--- config.mk ---
export PLATFORM = sky130hd
export DESIGN_NAME = nco_clkgen
export DESIGN_NICKNAME = d
export VERILOG_FILES = /design/src/rtl/nco_clkgen.sv
export SDC_FILE = /design/constraint.sdc
export NUM_CORES = 1
export LEC_CHECK = 0
export BUFFER_PORTS_ARGS = -buffer_cell sky130_fd_sc_hd__buf_2
export CORE_MARGIN = 3
export CORE_UTILIZATION = 50
export CTS_CLUSTER_DIAMETER = 120
export DETAILED_ROUTE_END_ITERATION = 10
export PLACE_DENSITY = 0.78
export SYNTH_ARGS = -nofsm -noshare
export SYNTH_HDL_FRONTEND = slang
export SYNTH_SLANG_ARGS = --single-unit
--- constraint.sdc ---
create_clock -name clk_ref -period 8.7 [get_ports clk_ref]
set_input_delay 1.74 -clock clk_ref [delete_from_list [all_inputs] [get_ports clk_ref]]
set_output_delay 1.74 -clock clk_ref [all_outputs]
set_load 0.01 [all_outputs]
--- src/rtl/nco_clkgen.sv ---
// Numerically controlled clock generator: phase accumulator with glitch-free
// registered clock outputs, safe frequency-word handover at wrap, and graceful stop.
module nco_clkgen #(
  parameter int unsigned      ACC_W      = 32,
  parameter logic [ACC_W-1:0] DEFAULT_FW = ACC_W'(32'h0800_0000)
) (
  input  logic             clk_ref,
  input  logic             rst,
  input  logic             enable,
  input  logic [ACC_W-1:0] freq_word,
  input  logic             freq_load,
  output logic             freq_ack,
  output logic             clk_out,
  output logic             clk_out_8x,
  output logic             wrap,
  output logic             running,
  output logic [15:0]      edge_count
);

  typedef enum logic [1:0] {
    IDLE     = 2'd0,
    RUN      = 2'd1,
    STOPPING = 2'd2
  } state_t;

  state_t           state;
  state_t           state_nxt;
  logic [ACC_W-1:0] acc;
  logic [ACC_W-1:0] acc_nxt;
  logic [ACC_W-1:0] sum;
  logic [ACC_W-1:0] fw_active;
  logic [ACC_W-1:0] pend_word;
  logic             pend_vld;
  logic             carry;
  logic             fw_zero;
  logic             wrap_nxt;
  logic             apply;

  function automatic logic [ACC_W:0] phase_add(input logic [ACC_W-1:0] a,
                                               input logic [ACC_W-1:0] b);
    return {1'b0, a} + {1'b0, b};
  endfunction

  assign fw_zero = (fw_active == '0);

  // Next-phase computation: everything below is registered on the same edge.
  always_comb begin
    {carry, sum} = phase_add(acc, fw_active);
    state_nxt    = state;
    acc_nxt      = acc;
    wrap_nxt     = 1'b0;
    unique case (state)
      IDLE: begin
        acc_nxt = '0;
        if (enable) state_nxt = RUN;
      end
      RUN: begin
        acc_nxt  = sum;
        wrap_nxt = carry;
        if (!enable) state_nxt = STOPPING;
      end
      STOPPING: begin
        if (enable) begin
          // Resume keeps the running phase, so the output period is unbroken.
          acc_nxt   = sum;
          wrap_nxt  = carry;
          state_nxt = RUN;
        end else if (fw_zero || carry) begin
          acc_nxt   = '0;
          wrap_nxt  = carry;
          state_nxt = IDLE;
        end else begin
          acc_nxt = sum;
        end
      end
      default: begin
        acc_nxt   = '0;
        state_nxt = IDLE;
      end
    endcase
    // A stalled accumulator (zero word) never wraps, so it takes a new word at once.
    apply = pend_vld && (wrap_nxt || (state == IDLE) || ((state == RUN) && fw_zero));
  end

  always_ff @(posedge clk_ref or posedge rst) begin
    if (rst) begin
      state      <= IDLE;
      acc        <= '0;
      fw_active  <= DEFAULT_FW;
      pend_vld   <= 1'b0;
      freq_ack   <= 1'b0;
      clk_out    <= 1'b0;
      clk_out_8x <= 1'b0;
      wrap       <= 1'b0;
      running    <= 1'b0;
      edge_count <= '0;
    end else begin
      state      <= state_nxt;
      acc        <= acc_nxt;
      wrap       <= wrap_nxt;
      freq_ack   <= apply;
      clk_out    <= acc_nxt[ACC_W-1];
      clk_out_8x <= acc_nxt[ACC_W-4];
      running    <= (state_nxt != IDLE);
      if (apply) fw_active <= pend_word;
      // A load in the apply cycle becomes the next pending word.
      if (freq_load)  pend_vld <= 1'b1;
      else if (apply) pend_vld <= 1'b0;
      if (acc_nxt[ACC_W-1] && !clk_out) edge_count <= edge_count + 16'd1;
    end
  end

  always_ff @(posedge clk_ref) begin
    if (freq_load) pend_word <= freq_word;
  end

endmodule

==> results.ini, run 1 <==
[cts]
cts_max_level=4
clk_pin_slew_worst_paths_ns=0.06
cts_tree=done
postCtsSetupRepairBufs=0
clock_path_buffers=2
root_buffer=clkbuf_16
cts.sinks=118
holdBufCountCts=0
clk_latency_ns=0.43
cts_made_buffers=17
cts_resized=0

[placement]
place_area_sq_um=6208
portBuffers=56
globalplace.congestion=0.9366
dpl.cell_count=689
dp_hpwl_um=7953
place_ws_ns=4.985

[floorplanning]
fp.dieW_um=113.9
die_h_um=113.9
start_util_pct=52.28
boundaryPins=57
die-area_sq_um=12960
rows=38
core_sq_um=11130

[setup_path]
cpMostUsedCell=a21o_1
crit_arrival_ns=4.06
start_kind=register
critPathMaxFanout=26
crit_chain=ha_1 > inv_1 > fa_1 > nand2b_1 > a21o_1 > and3_1 > o21ai_0 > a21oi_1 > a21boi_1 > o22ai_1 > a21o_1 > buf_4 > mux2_1
slowest_delay_ns=0.46
critPathRequiredTime_ns=9.00
crit_slowest_cell=o21ai_0
endpoint_kind=register
critical_path_class=register to register

[grt]
grt_max_degree=87
grt_pass1_wl_um=19500
first_global_vias=4113
grtUsageTotal_pct=19.05
antenna_found_initial=0
overflow=0

[synthesis]
synth_cells=504
syn_avg_cell_area_sq_um=11.54
async_flop_share_pct=72.88
ys_seq_area_share_pct=53.54
synth_edf_count=32
synth_fp_nets=578
synthDistinctLibCells=54
synth_ff_type=dfrtp_1
yosysWarnings=0
synth_area_sq_um=5817
yosys_register_bits=118

[run]
cap_violations=0

[route]
finalWirelength_um=11420
drc=0
wl_per_cell_um=15.84
vias_per_cell=5.666
first_pass_iters=5
ant_nets=0
drtIter0Drc=281
route.vias.total=4085

[layout]
layout_commonest_cell=dfrtp_1
stdcell_area_sq_um=6809
final_cells=721
drive_gt1_share_pct=22.20
fin_util_pct=61.20
diodes=0
final_cell_mix=85 x dfrtp_1, 56 x buf_2, 51 x nor2_1
nets=642
area_growth_pct=17.06

[timing]
finalSetupTns_ns=0
max_freq_mhz=265.8
fin_skew_ns=0.007718
finalHoldViolations=0
fin_crit_ns=3.763
min_period_over_period_pct=43.25
final-max-slew-violation-count=0
setup_viol=0
timing.hold.ws_ns=0.4638
fin_ws_ns=4.937
rsz0062_at_grt=false
slew_headroom_pct=27.74
worst-slew-pin-transition_ns=1.084

[run_status]
status=complete, no violations

[hold_path]
hp-class=register to register

[power]
ir_worst_vdd_v=0.0002271
powerDensity_nw_per_um2=355.2
total_power_mw=2.419
leakagePower_nw=3.145

path summary, 6_finish.rpt:
kind | from | endpoint | slack, ns | cells past startpoint
worst max-delay path | fw_active[0] | fw_active[16] | 4.94 | 13
worst min-delay path | edge_count[15] | edge_count[15] | 0.46 | 1
worst max register to register | fw_active[0] | fw_active[16] | 4.94 | 13
worst min register to register | edge_count[15] | edge_count[15] | 0.46 | 1
max in group asynchronous | rst | running | 6.34 | 3
min in group asynchronous | rst | acc[9] | 1.62 | 3
critical path, delay by kind of cell, from the launching register on:
family / cells / cell delay [ns]
adders and majority gates: 2 / 0.60
and+or+nand+nor: 2 / 0.34
muxes: 1 / 0.36
DFF: 1 / 0.38
buffers and inverters: 2 / 0.36
AOI/OAI and AO/OA: 6 / 1.60
routing by layer:
layer	up-vias	GRT usage [%]	routed length, um
met4	0	8.314	240
li1	1958	-	-
met5	-	0	0
met2	103	30.00	5307
met1	2003	24.58	5342
met3	21	5.570	531
report_power, final:
| part | internal, mW | leakage [nW] | total (mW) | switching [mW] |
|---|---|---|---|---|
| clock network | 0.422 | 0.299 | 0.688 | 0.266 |
| logic | 0.398 | 1.43 | 0.904 | 0.506 |
| registers | 0.714 | 1.41 | 0.826 | 0.113 |
cell type report:
class                   instances  area, sq um
fillers                       889         4317
flip-flops and latches        118         3114
multi-input cells             353         2542
clock buffers                  20        500.5
repair buffers                 59        302.8
well taps                     140        175.2
clock inverters                12        100.1
inverters                      19        73.82
kinds of logic after synthesis:
logic type      synth area share (%)
xor+xnor                       6.023
buf+inv                        2.753
flops                          53.54
simple gates                   12.52
mux                            6.388
compound gates                 10.48
fa+ha+maj                      8.303
sequential cells by signal (all words and copies together) (netlist names):
register    flops
acc            32
edge_count     16
freq_ack        1
fw_active      32
pend_vld        1
pend_word      32
running         1
state           2
wrap            1
cell usage after synthesis (all sizes together) (2+ instances only):
cell / instances / share of area (%)
or2: 3 / 0.37
a31oi: 2 / 0.22
nand2b: 2 / 0.22
and3: 9 / 0.97
dfrtp: 85 / 37
a211o: 2 / 0.30
a21o: 9 / 1.2
o21bai: 4 / 0.52
ha: 37 / 8.0
nor4: 11 / 1.2
a211oi: 5 / 0.65
o211ai: 5 / 0.65
buf: 8 / 1.1
a21oi: 33 / 2.9
a221o: 2 / 0.34
nand3: 13 / 1.1
a31o: 2 / 0.30
nor3: 8 / 0.69
o21a: 5 / 0.65
mux2: 33 / 6.4
clkbuf: 6 / 0.39
a21boi: 3 / 0.39
and2: 4 / 0.43
xor2: 17 / 2.6
or3: 3 / 0.32
o22ai: 2 / 0.22
nand4: 14 / 1.5
nand2: 22 / 1.4
nor2b: 4 / 0.43
o21ai: 13 / 1.1
inv: 18 / 1.2
edfxtp: 32 / 17
nor2: 51 / 3.3
xnor2: 23 / 3.5
No activity file was read; power rests on OpenSTA's default activity.
==> run 2, diff against run 1 <==
- clock period: 8.7 -> 3.9 ns (I/O delays scaled with it)
==> run 2 against run 1 <==
Net effect: clock power up 130%; cell count up 0.28%; sequential cell count unchanged; via count is 1.0% lower; global-route usage fell by 0.094 points; combinational power is 120% higher; die area unchanged; setup slack worse by 4.6 ns.
==> results.ini, run 2 (synthesis results as in run 1) <==
[hold_path]
holdPathStages=1  ; unchanged
hp-class=register to register

[layout]
drive_gt1_share_pct=21.78  ; -0.42 points
fin_util_pct=61.45  ; +0.25 points
reg.largest.list=acc (32), fw_active (32), pend_word (32)
area_growth_pct=17.53
nets=644  ; +0.31%
diodes=0  ; unchanged
layout_commonest_cell=dfrtp_1
final_cell_mix=85 x dfrtp_1, 56 x buf_2, 51 x nor2_1
fillers=906  ; +1.9%

[route]
drtIter0Drc=337  ; +20%
vias_per_cell=5.593  ; -1.3%
ant_nets=0  ; unchanged
finalWirelength_um=11280  ; -1.2%
route.vias.total=4044  ; -1.0%
wl_per_cell_um=15.61  ; -1.5%
drc=0  ; unchanged
first_pass_iters=4  ; -1

[cts]
clock_path_buffers=2  ; unchanged
holdBufCountCts=0  ; unchanged
postCtsSetupRepairBufs=0  ; unchanged
clk_latency_ns=0.41  ; -0.02 ns
root_buffer=clkbuf_16
cts.sinks=118  ; unchanged
cts_resized=0  ; unchanged
cts_max_level=4  ; unchanged
clk_pin_slew_worst_paths_ns=0.05  ; about the same
cts_made_buffers=17  ; unchanged
cts_tree=done

[setup_path]
start_kind=register
regToRegSetupSlack_ns=0.37  ; -4.57 ns
critPathRequiredTime_ns=4.19  ; -4.81 ns
critical_path_class=register to register
crit_path_end=fw_active[16]
r2r-start=fw_active[0]
slowest_delay_ns=0.46  ; about the same
worstReg2RegEnd=fw_active[16]
endpoint_kind=register
crit_arrival_ns=3.82  ; -0.24 ns
critPathMaxFanout=19  ; -27%
crit_chain=ha_1 > inv_1 > fa_1 > nand2b_1 > a21o_1 > and3_1 > o21ai_0 > a21oi_1 > a21boi_1 > o22ai_1 > a21o_1 > buf_4 > mux2_1
cpMostUsedCell=a21o_1
crit_slowest_cell=o21ai_0
crit_start=fw_active[0]
worst_r2r_path_depth=13  ; unchanged

[grt]
antenna_found_initial=0  ; unchanged
grt_pass1_wl_um=19310  ; -0.99%
grtUsageTotal_pct=18.95  ; -0.094 points
grt_max_degree=42  ; -52%
first_global_vias=4100  ; -0.32%
overflow=0  ; unchanged

[placement]
dp_hpwl_um=7988  ; +0.43%
globalplace.congestion=0.9317  ; -0.52%
portBuffers=56  ; unchanged
place_ws_ns=0.4247  ; -4.560 ns

[floorplanning]
boundaryPins=57  ; unchanged
rows=38  ; unchanged
die-area_sq_um=12960  ; unchanged
start_util_pct=52.28  ; unchanged
core_sq_um=11130  ; unchanged
fp.dieW_um=113.9  ; unchanged
die_h_um=113.9  ; unchanged

[timing]
min_period_over_period_pct=90.46  ; +47 points
worst-slew-pin-transition_ns=0.7673  ; -0.3167 ns
finalHoldViolations=0  ; unchanged
fin_crit_ns=3.528  ; -0.2346 ns
timing.hold.ws_ns=0.4603  ; -0.003478 ns
setup_viol=0  ; unchanged
rsz0062_at_grt=false
fin_skew_ns=0.007974  ; +0.0002555 ns
final-max-slew-violation-count=0  ; unchanged
finalSetupTns_ns=0  ; unchanged
slew_headroom_pct=48.85  ; +21 points
max_freq_mhz=283.4  ; +6.6%
fin_ws_ns=0.3719  ; -4.565 ns

[power]
ir_worst_vdd_v=0.0004300  ; +89%
powerDensity_nw_per_um2=798.4  ; +120%
total_power_mw=5.459  ; +130%
leakagePower_nw=3.159  ; +0.45%

[run_status]
status=complete, no violations

[run]
cap_violations=0  ; unchanged

-- run 2: cell types whose count changed in the layout (fill, tap and decap cells not counted), sizes merged --
| cell | before | now |
|---|---|---|
| inv | 25 | 18 |
| clkbuf | 20 | 24 |
| bufinv | 0 | 3 |
| buf | 59 | 61 |
-- run 2: metrics by stage --
step	cell area, sq um	cells
after global placement	6223	691
after detailed placement	6223	691
after floorplan	5817	504
after global routing	6837	723
after CTS	6837	723
final	6837	723
-- run 2: where the power goes --
part           leakage [nW]  internal, mW  switching [mW]
registers              1.41          1.59           0.245
clock network         0.304          1.07           0.529
logic                  1.44         0.897            1.12
-- run 2: metal layers --
metal | GRT usage (%) | wire (um) | part of all wire (%) | vias up
met5 | 0 | 0 | 0 | -
met3 | 4.828 | 616 | 5.5 | 21
met2 | 28.62 | 5147 | 46 | 104
li1 | - | - | - | 1971
met4 | 10.45 | 287 | 2.5 | 0
met1 | 25.08 | 5231 | 46 | 1948
-- run 2: critical path: cells and delay by family, from the launching register on --
family	cells	cell delay (ns)
flops	1	0.37
buf+inv	2	0.28
simple gates	2	0.33
fa+ha+maj	2	0.61
mux	1	0.34
compound gates	6	1.45
-- run 2: how the worst min path moves through the flow --
| stage | startpoint | end | slack [ns] |
|---|---|---|---|
| detailed placement | pend_word[18] | fw_active[18] | 0.45 |
| CTS | pend_word[17] | fw_active[17] | 0.46 |
| finish | pend_word[18] | fw_active[18] | 0.46 |
| floorplan | pend_word[15] | fw_active[15] | 0.43 |
| global route | edge_count[15] | edge_count[15] | 0.47 |
| global placement | pend_word[17] | fw_active[17] | 0.44 |
-- run 2: layout make-up --
cell class	instances	area, sq um	area share [%]
sequential	118	3114	45.55
clock inverter	8	120.1	1.757
multi-input combinational	353	2542	37.19
timing repair buffer	61	317.8	4.649
tap	140	175.2	2.562
clock buffer	24	493.0	7.211
inverter	19	73.82	1.080
